--- config.mk ---
export PLATFORM = sky130hd
export DESIGN_NAME = pc_sequencer
export DESIGN_NICKNAME = d
export VERILOG_FILES = /design/src/rtl/pc_sequencer.sv
export SDC_FILE = /design/constraint.sdc
export NUM_CORES = 1
export LEC_CHECK = 0
export CORE_ASPECT_RATIO = 0.5
export CORE_MARGIN = 10
export CORE_UTILIZATION = 39
export DETAILED_ROUTE_END_ITERATION = 10
export PLACE_DENSITY = 0.76
export SYNTH_ARGS = -nofsm -noshare
export SYNTH_HDL_FRONTEND = slang
export SYNTH_SLANG_ARGS = --single-unit
export TNS_END_PERCENT = 5
--- constraint.sdc ---
create_clock -name clk_i -period 2.1 [get_ports clk_i]
set_clock_uncertainty 0.2 [all_clocks]
set_input_delay 0.63 -clock clk_i [delete_from_list [all_inputs] [get_ports clk_i]]
set_output_delay 0.63 -clock clk_i [all_outputs]
set_load 0.02 [all_outputs]
--- src/rtl/pc_sequencer.sv ---
// Program counter and instruction-fetch sequencer: fetch, wait for memory, hand off to execute,
// apply the redirect. Optional PC-relative redirect enabled by defining PCSEQ_OFFSET_EN.
module pc_sequencer #(
    parameter logic [15:0] RESET_PC = 16'h3000,
    parameter int unsigned WAIT_MAX = 8
) (
    input  logic        clk_i,
    input  logic        rst_ni,
    output logic        mem_req_o,
    output logic [15:0] mem_addr_o,
    input  logic        mem_ack_i,
    input  logic [15:0] mem_rdata_i,
    output logic [15:0] ir_o,
    output logic        ir_valid_o,
    input  logic        exec_done_i,
    input  logic [1:0]  redirect_sel_i,
    input  logic [15:0] sr1_out_i,
    input  logic [8:0]  offset9_i,
    output logic [1:0]  pcmux_sel_o,
    output logic [15:0] pc_o,
    output logic        halted_o,
    output logic        fetch_err_o
);

    typedef enum logic [1:0] {StFetch, StWait, StExec, StHalt} state_e;

    localparam logic [7:0] WaitMaxC = 8'(WAIT_MAX);

    state_e      state_q, state_d;
    logic [15:0] pc_q, pc_d;
    logic        mem_req_q, mem_req_d;
    logic [15:0] ir_q, ir_d;
    logic        ir_valid_q, ir_valid_d;
    logic [1:0]  pcmux_q, pcmux_d;
    logic        err_q, err_d;
    logic [7:0]  cnt_q, cnt_d;
    logic [7:0]  cnt_inc;
    logic [15:0] pc_rel;

`ifdef PCSEQ_OFFSET_EN
    assign pc_rel = pc_q + 16'd1 + {{7{offset9_i[8]}}, offset9_i};
`else
    logic unused_offset;
    assign unused_offset = ^offset9_i;
    // Without the offset path, select 10 refetches the current address.
    assign pc_rel = pc_q;
`endif

    assign cnt_inc = cnt_q + 8'd1;

    always_comb begin
        state_d    = state_q;
        pc_d       = pc_q;
        mem_req_d  = mem_req_q;
        ir_d       = ir_q;
        ir_valid_d = 1'b0;
        pcmux_d    = pcmux_q;
        err_d      = err_q;
        cnt_d      = cnt_q;
        unique case (state_q)
            StFetch: begin
                mem_req_d = 1'b1;
                cnt_d     = 8'd0;
                state_d   = StWait;
            end
            StWait: begin
                // An ack on the final allowed wait cycle takes priority over the timeout.
                if (mem_ack_i) begin
                    ir_d       = mem_rdata_i;
                    ir_valid_d = 1'b1;
                    mem_req_d  = 1'b0;
                    state_d    = StExec;
                end else if (cnt_inc == WaitMaxC) begin
                    err_d     = 1'b1;
                    mem_req_d = 1'b0;
                    state_d   = StHalt;
                end else begin
                    cnt_d = cnt_inc;
                end
            end
            StExec: begin
                if (exec_done_i) begin
                    pcmux_d = redirect_sel_i;
                    unique case (redirect_sel_i)
                        2'b00: begin
                            pc_d    = pc_q + 16'd1;
                            state_d = StFetch;
                        end
                        2'b01: begin
                            pc_d    = sr1_out_i;
                            state_d = StFetch;
                        end
                        2'b10: begin
                            pc_d    = pc_rel;
                            state_d = StFetch;
                        end
                        2'b11: begin
                            state_d = StHalt;
                        end
                    endcase
                end
            end
            StHalt: begin
                mem_req_d = 1'b0;
            end
        endcase
    end

    always_ff @(posedge clk_i or negedge rst_ni) begin
        if (!rst_ni) begin
            state_q    <= StFetch;
            pc_q       <= RESET_PC;
            mem_req_q  <= 1'b0;
            ir_q       <= 16'd0;
            ir_valid_q <= 1'b0;
            pcmux_q    <= 2'b00;
            err_q      <= 1'b0;
            cnt_q      <= 8'd0;
        end else begin
            state_q    <= state_d;
            pc_q       <= pc_d;
            mem_req_q  <= mem_req_d;
            ir_q       <= ir_d;
            ir_valid_q <= ir_valid_d;
            pcmux_q    <= pcmux_d;
            err_q      <= err_d;
            cnt_q      <= cnt_d;
        end
    end

    assign mem_req_o   = mem_req_q;
    assign mem_addr_o  = pc_q;
    assign ir_o        = ir_q;
    assign ir_valid_o  = ir_valid_q;
    assign pcmux_sel_o = pcmux_q;
    assign pc_o        = pc_q;
    assign halted_o    = (state_q == StHalt);
    assign fetch_err_o = err_q;

endmodule

==> results of run 1 <==
## area by class of cell
cell class	count	area, µm²	share of cell area
flip-flops and latches	47	1180	0.303
repair buffers	117	1150	0.296
clock buffers	5	125	0.0321
multi-input cells	178	1210	0.312
well taps	88	110	0.0283
inverters	11	41.3	0.0106
clock inverters	3	67.6	0.0174
## report_power, final
group / internal (W) / switching (W)
Combinational: 0.00110 / 0.00129
Clock: 0.000682 / 0.000351
Sequential: 0.00125 / 0.000288
Total: 0.00303 / 0.00193
## critical path: stages, from the launching register on
cell and delay, ps:
dfrtp_2 410, buf_6 110, ha_4 110, and4b_1 210, a22oi_2 100, nor4_2 310
a21o_2 250, buf_12 130, nand3_1 100, o21ai_2 90
## layer usage
metal / GRT usage / part of all wire / vias up
met5: 0 / 0 / -
met4: 0.0421 / 0.014 / 0
met3: 0.0306 / 0.035 / 13
met2: 0.290 / 0.56 / 59
met1: 0.157 / 0.39 / 1163
li1: - / - / 1115
## how the worst max path moves through the flow
stage	start	to	slack [ps]	cells past startpoint
after floorplan	cnt_q[0]	cnt_q[5]	20	8
after global placement	redirect_sel_i[1]	mem_addr_o[11]	-140	6
after detailed placement	redirect_sel_i[1]	mem_addr_o[14]	-190	5
after CTS	cnt_q[1]	cnt_q[0]	-50	8
after global routing	cnt_q[4]	cnt_q[3]	-120	7
final	cnt_q[0]	cnt_q[0]	-20	9
## synthesized netlist by cell type (2+ instances only)
cell type | count | area [µm²]
nand3_1 | 20 | 100
and3_1 | 6 | 37.5
nand2_1 | 19 | 71.3
nor2_1 | 14 | 52.6
nand4_1 | 3 | 18.8
clkbuf_1 | 8 | 30.0
buf_6 | 2 | 22.5
dfrtp_1 | 45 | 1130
o32ai_1 | 2 | 17.5
dfstp_2 | 2 | 52.6
xnor2_1 | 2 | 17.5
nor3_1 | 2 | 10.0
inv_1 | 11 | 41.3
mux2_2 | 17 | 191
ha_1 | 8 | 100
a21oi_1 | 23 | 115
o22ai_1 | 11 | 68.8
nor2b_1 | 3 | 18.8
nand2b_1 | 4 | 25.0
a31oi_1 | 4 | 25.0
o21ai_0 | 23 | 115
a22oi_1 | 2 | 15.0
buf_4 | 16 | 120
## timing repair
item	4_1_cts	5_1_grt
setup endpoints to repair	48	28
resized for setup	43	31
pin swaps	3	9
gates cloned	0	1
setup buffers	0	1
## per-stage QoR
step / total power [W] / util / setup slack, ps
final: 0.00496 / 0.630 / -20.5
after global routing: 0.00522 / 0.630 / -119
after CTS: 0.00489 / 0.610 / -53.7
after detailed placement: 0.00402 / 0.584 / -186
after global placement: 0.00391 / 0.584 / -139
after floorplan: 0.00287 / - / 16.2
## cells in the final DEF, fill, tap and decap left out, drive strengths merged, types with 2 or more instances in the layout
cell type,synthesis,routed
o32ai,2,2
nand2b,4,4
nand3,20,20
mux2,17,17
dlymetal6s2s,0,12
clkdlybuf4s50,0,39
a21oi,23,23
nand2,20,20
nor2,14,14
dfstp,2,2
buf,18,26
bufinv,0,2
a22oi,2,2
nor2b,3,3
xnor2,2,2
dlygate4sd2,0,38
inv,11,11
and3,6,6
o21ai,23,23
nor3,2,2
dfrtp,45,45
clkbuf,8,7
nand4,3,3
ha,8,8
a31oi,4,4
o22ai,11,11
## logic make-up (layout without fill, tap and decap cells)
kind of cell | count (synthesis) | count (layout) | share of synthesized area
fa+ha+maj | 8 | 8 | 0.0395
compound gates | 71 | 71 | 0.161
flops | 47 | 47 | 0.466
mux | 18 | 18 | 0.0796
simple gates | 78 | 78 | 0.160
xor+xnor | 3 | 3 | 0.0104
buf+inv | 37 | 136 | 0.0845
## sequential cells by signal, summed over array words and instances, names as in the netlist
name	count
cnt_q	8
pcmux_sel_o	2
ir_o	16
fetch_err_o	1
state_q	2
mem_addr_o	16
ir_valid_o	1
mem_req_o	1
==> impl_summary.log, run 1 <==
INFO  metric clk-insertion-delay-late = ~290 ps
INFO  metric synthFlopType = dfrtp_1
INFO  metric worst-setup-path-type = reg -> reg
INFO  metric ctsLongestPathBuffers = 2
INFO  metric antennaDiodeCount = 0
INFO  metric fill_cells = 520
INFO  metric fin_crit = ~2100 ps
INFO  metric regToRegEndpoint = cnt_q[0]
INFO  metric max_cap_viol_count = 0
INFO  metric grt_antenna_before_repair = 0
INFO  metric drt_pre_antenna_iters = 4
INFO  metric numPortBuffers = 91
INFO  metric pwr_dens = ~1300 nW/µm²
INFO  metric synth_cell_type_count = 38
INFO  metric min_period_over_period = 1.01
INFO  metric grt_start_max_net_pins = 30
INFO  metric die_y = just under 80 µm
INFO  metric cts_sinks = between 40 and 50
INFO  metric area_growth = 53.8%
INFO  metric synth-edff-count = 0
INFO  metric viasPerCell = 5.23
INFO  metric wl_per_cell = between 15 and 20 µm
INFO  metric tightestPinTransition = slightly below 500 ps
INFO  metric synth-seq-cells = between 40 and 50
INFO  metric timing.hold.worst.class = in -> async
INFO  metric nNetsFinal = ~420
INFO  metric placed_cell_area = roughly 3600 µm²
INFO  metric numCtsBuffers = 5
INFO  metric cp.required = 2100 ps
INFO  metric grt_remaining_overflow = 0
INFO  metric max_freq = roughly 470 MHz
INFO  metric synth_fp_nets = ~320
INFO  metric first_global_vias = around 2,400
INFO  metric cts.reportedPaths.clkPinSlew = ~70 ps
INFO  metric biggest_fanout_along_the_worst_timing_path = 5
INFO  metric reg2regPathDepth = 9
INFO  metric synth-async-reset-ratio = 1.00
INFO  metric die_x = ~130 µm
INFO  metric placedCellCount = about 440
INFO  metric remaining_drc_errors = 0
INFO  metric synthCells = 262
INFO  metric wirelength = just over 8000 µm
INFO  metric worst-r2r-setup-slack = -20 ps
INFO  metric coreArea = slightly above 6000 µm²
INFO  metric detailroute.via_count = about 2,400
INFO  metric rr_startpoint = cnt_q[0]
INFO  metric post-dp-hpwl = around 6000 µm
INFO  metric timing_hold_violations_final = 0
INFO  metric worstSetupEndpointType = flip-flop
INFO  metric postLayoutSetupSlackWorst = -20.5 ps
INFO  metric io_pins = just over 100
INFO  metric synth.avg_cell_area = roughly 9.7 µm²
INFO  metric post_layout_nonfiller_instances = between 400 and 500
INFO  metric final.hold.worst_slack = ~97 ps
INFO  metric finalWeightedCongestion = about 0.8
INFO  metric setup_repair_after_global_routing_missed_its_margin = true
INFO  metric synthesis.yosys.warnings = 0
INFO  metric run_status = complete, but fails checks
INFO  metric htree_num_levels = 2
INFO  metric final_antenna_net_count = 0
INFO  metric initial_utilization = 0.410
INFO  metric fin_tns_setup = -50.4 ps
INFO  metric final_setup_vio_count = 4
INFO  metric global_route_wire_length_before_repair = between 10,000 and 15,000 µm
INFO  metric grtUsageTotal = 0.149
INFO  metric clk_root_buffer_cell = clkbuf_16
INFO  metric syn-cell-area = approximately 2500 µm²
INFO  metric violations = negative setup slack
INFO  metric critPathArrivalTime = between 2000 and 2500 ps
INFO  metric cp-start-kind = flip-flop
INFO  metric p_leak = between 1.5 and 2 nW
INFO  metric finish.instance_area = slightly below 4000 µm²
INFO  metric cts.hold.buffers_added = 0
INFO  metric drv_slew = 0
INFO  metric dr.first_iter.drc_count = between 150 and 200
INFO  metric fp.dieArea = 10,300 µm²
INFO  metric fraction_of_the_yosys_area_taken_by_sequential_cells = 0.466
INFO  metric timing.max_slew.rel_slack = 0.672
INFO  metric cts_tree = yes
INFO  metric layout-drive-gt1-share = 0.205
INFO  metric ir_worst_vdd = ~0.00057 V
INFO  metric std_cell_rows = 20
(Power assumes the default switching activity.)
==> run 2: changes to the inputs <==
Settings changed: CORE_ASPECT_RATIO 0.5 to 1.4, CORE_MARGIN 10 to 2, SKIP_CTS_REPAIR_TIMING set to 1.
==> run 2 against run 1 <==
Net effect:
- the run still ends with negative setup slack left
- highest routed layer unchanged
- global-route usage rose by 3.1 points
- fmax fell by 4.5%
- power fell by 10%
- sequential cell count did not move
- critical path type unchanged
- first-iteration DRC count fell by 50%
- final area barely moved
- non-clock buffer count rose by 5
- die area fell by 31%
- largest cell class is now non-clock buffers
- final cell count fell by 2.4%
- sequential power barely moved
- combinational power barely moved
- largest power group unchanged
- core utilization fell by 0.67 points
==> impl_summary.log, run 2 (synthesized netlist as in run 1, its figures left out) <==
INFO  metric run_status = complete, but fails checks (unchanged)
INFO  metric violations = negative setup slack (unchanged)
INFO  metric coreArea = 6250 µm² (was 6180 µm²)
INFO  metric share_comb_of_total_power = 0.534 (was 0.481)
INFO  metric clk-insertion-delay-late = 300 ps (was 290 ps)
INFO  metric grt_remaining_overflow = 0 (unchanged)
INFO  metric grtUsageTotal = 0.180 (was 0.149)
INFO  metric placedCellCount = 429 (was 439)
INFO  metric rr_startpoint = cnt_q[0] (unchanged)
INFO  metric timing.hold.worst.class = in -> async (unchanged)
INFO  metric worstSetupEndpointType = flip-flop (unchanged)
INFO  metric final_setup_vio_count = 8 (was 4)
INFO  metric reg2regPathDepth = 8 (was 9)
INFO  metric fin_crit = 2220 ps (was 2120 ps)
INFO  metric switchingPower = 0.00177 W (was 0.00193 W)
INFO  metric setup_repair_after_global_routing_missed_its_margin = true (unchanged)
INFO  metric antennaDiodeCount = 0 (unchanged)
INFO  metric critical-path-top-delay-family = simple AND/OR/NAND/NOR gates (unchanged)
INFO  metric clock_network_power_share = 0.123 (was 0.208)
INFO  metric cts_sinks = 47 (unchanged)
INFO  metric final_antenna_net_count = 0 (unchanged)
INFO  metric wirelength = 6520 µm (was 8050 µm)
INFO  metric remaining_drc_errors = 0 (unchanged)
INFO  metric finalWeightedCongestion = 0.878 (was 0.777)
INFO  metric cp_slowest_stage_delay = 440 ps (was 410 ps)
INFO  metric finish.instance_area = 3900 µm² (was 3890 µm²)
INFO  metric power.share.switching = 0.398 (was 0.389)
INFO  metric max_freq = 451 MHz (was 472 MHz)
INFO  metric clk_root_buffer_cell = clkbuf_8 (was clkbuf_16)
INFO  metric wl_per_cell = 14.9 µm (was 17.9 µm)
INFO  metric fin_tns_setup = -449 ps (was -50.4 ps)
INFO  metric min_period_over_period = 1.06 (was 1.01)
INFO  metric crit_buf_inv = 1 (was 2)
INFO  metric timing.max_slew.rel_slack = 0.710 (was 0.672)
INFO  metric biggest_fanout_along_the_worst_timing_path = 4 (was 5)
INFO  metric grt_start_max_net_pins = 19 (was 30)
INFO  metric layout_commonest_cell = dlymetal6s2s_1 (was dfrtp_1)
INFO  metric drt_pre_antenna_iters = 5 (was 4)
INFO  metric final_cell_mix = dlymetal6s2s_1 (54), dfrtp_1 (44), clkdlybuf4s50_1 (36) (was dfrtp_1 (43), clkdlybuf4s50_1 (39), dlygate4sd2_1 (38))
INFO  metric fp.dieArea = 7160 µm² (was 10,300 µm²)
INFO  metric worst-setup-path-type = reg -> reg (unchanged)
INFO  metric initial_utilization = 0.405 (was 0.410)
INFO  metric critPathArrivalTime = 2230 ps (was 2120 ps)
INFO  metric max_cap_viol_count = 0 (unchanged)
INFO  metric io_pins = 101 (unchanged)
INFO  metric p_leak = 2.27 nW (was 1.86 nW)
INFO  metric seq_power_share = 0.344 (was 0.310)
INFO  metric htree_num_levels = 2 (unchanged)
INFO  metric cts_tree = yes (unchanged)
INFO  metric postLayoutSetupSlackWorst = -119 ps (was -20.5 ps)
INFO  metric numPortBuffers = 91 (unchanged)
INFO  metric die_y = 99.3 µm (was 77.0 µm)
INFO  metric post_layout_nonfiller_instances = 438 (was 449)
INFO  metric numCtsBuffers = 5 (unchanged)
INFO  metric nNetsFinal = 420 (was 415)
INFO  metric ctsLongestPathBuffers = 2 (unchanged)
INFO  metric drv_slew = 0 (unchanged)
INFO  metric critical_path.slowest_cell = dfrtp_1 (was dfrtp_2)
INFO  metric area_growth = 53.9% (was 53.8%)
INFO  metric first_global_vias = 2,155 (was 2,435)
INFO  metric pwr_dens = 1140 nW/µm² (was 1270 nW/µm²)
INFO  metric worst-r2r-setup-slack = -120 ps (was -20 ps)
INFO  metric cts.reportedPaths.clkPinSlew = 90 ps (was 70 ps)
INFO  metric timing_hold_violations_final = 0 (unchanged)
INFO  metric crit_chain = ha_4 > nor4b_4 > a22oi_2 > nor4_2 > a21o_2 > buf_12 > nand2_4 > a31oi_1 (was buf_6 > ha_4 > and4b_1 > a22oi_2 > nor4_2 > a21o_2 > buf_12 > nand3_1 > o21ai_2)
INFO  metric ir_worst_vdd = 0.000569 V (about the same)
INFO  metric detailroute.via_count = 2,348 (was 2,350)
INFO  metric die_x = 72.1 µm (was 134 µm)
INFO  metric place_ws = -105 ps (was -186 ps)
INFO  metric post-dp-hpwl = 4830 µm (was 6040 µm)
INFO  metric placed_cell_area = 3620 µm² (was 3610 µm²)
INFO  metric global_route_wire_length_before_repair = 10,300 µm (was 12,600 µm)
INFO  metric tightestPinTransition = 435 ps (was 491 ps)
INFO  metric final.hold.worst_slack = 57.6 ps (was 96.5 ps)
INFO  metric power_report.internal_total = 0.00268 W (was 0.00303 W)
INFO  metric regToRegEndpoint = cnt_q[5] (was cnt_q[0])
INFO  metric viasPerCell = 5.36 (was 5.23)
INFO  metric dr.first_iter.drc_count = 82 (was 163)
INFO  metric layout-drive-gt1-share = 0.191 (was 0.205)
INFO  metric cp-start-kind = flip-flop (unchanged)
INFO  metric std_cell_rows = 34 (was 20)
INFO  metric cp.required = 2110 ps (was 2100 ps)
INFO  metric grt_antenna_before_repair = 0 (unchanged)
-- run 2: worst max path at each step --
stage,slack [ps],start,cells after the start,end
after global routing,-250,cnt_q[0],9,cnt_q[5]
final,-120,cnt_q[0],8,cnt_q[5]
after CTS,-270,state_q[0],2,halted_o
after detailed placement,-110,exec_done_i,7,mem_addr_o[5]
after global placement,-110,exec_done_i,7,mem_addr_o[15]
after floorplan,20,cnt_q[0],8,cnt_q[5]
-- run 2: power groups by stage --
stage          clock network [W]  registers [W]  logic [W]
5_1_grt                 0.000596        0.00158    0.00253
4_1_cts                 0.000562        0.00153    0.00243
3_3_place_gp                   0        0.00153    0.00238
3_5_place_dp                   0        0.00155    0.00242
6_report                0.000546        0.00153    0.00238
2_1_floorplan                  0        0.00187    0.00100
-- run 2: layout make-up --
type	count	area, µm²
fillers	514	2360
repair buffers	122	1320
multi-input cells	178	1180
flip-flops and latches	47	1180
well taps	72	90.1
clock buffers	6	72.6
inverters	11	41.3
clock inverters	2	13.8
-- run 2: worst reg2reg max path, cell delays in order (launching register included) --
cell	delay (ps)
dfrtp_1	440
ha_4	210
nor4b_4	280
a22oi_2	90
nor4_2	330
a21o_2	250
buf_12	120
nand2_4	40
a31oi_1	190
-- run 2: stage by stage --
stage / total power [W] / utilization
global placement: 0.00391 / 0.579
floorplan: 0.00287 / -
CTS: 0.00453 / 0.593
detailed placement: 0.00397 / 0.579
global route: 0.00471 / 0.623
finish: 0.00445 / 0.623
-- run 2: layer usage --
layer,routed length (µm),track usage
met2,3520,0.323
met1,2610,0.217
met4,78,0.0566
met3,310,0.0274
met5,0,0
==> run 3: changes to the inputs <==
Settings changed: GPL_ROUTABILITY_DRIVEN set to 0.
==> results of run 3 <==
The final DEF is identical to that of run 2; final timing and power are the same.
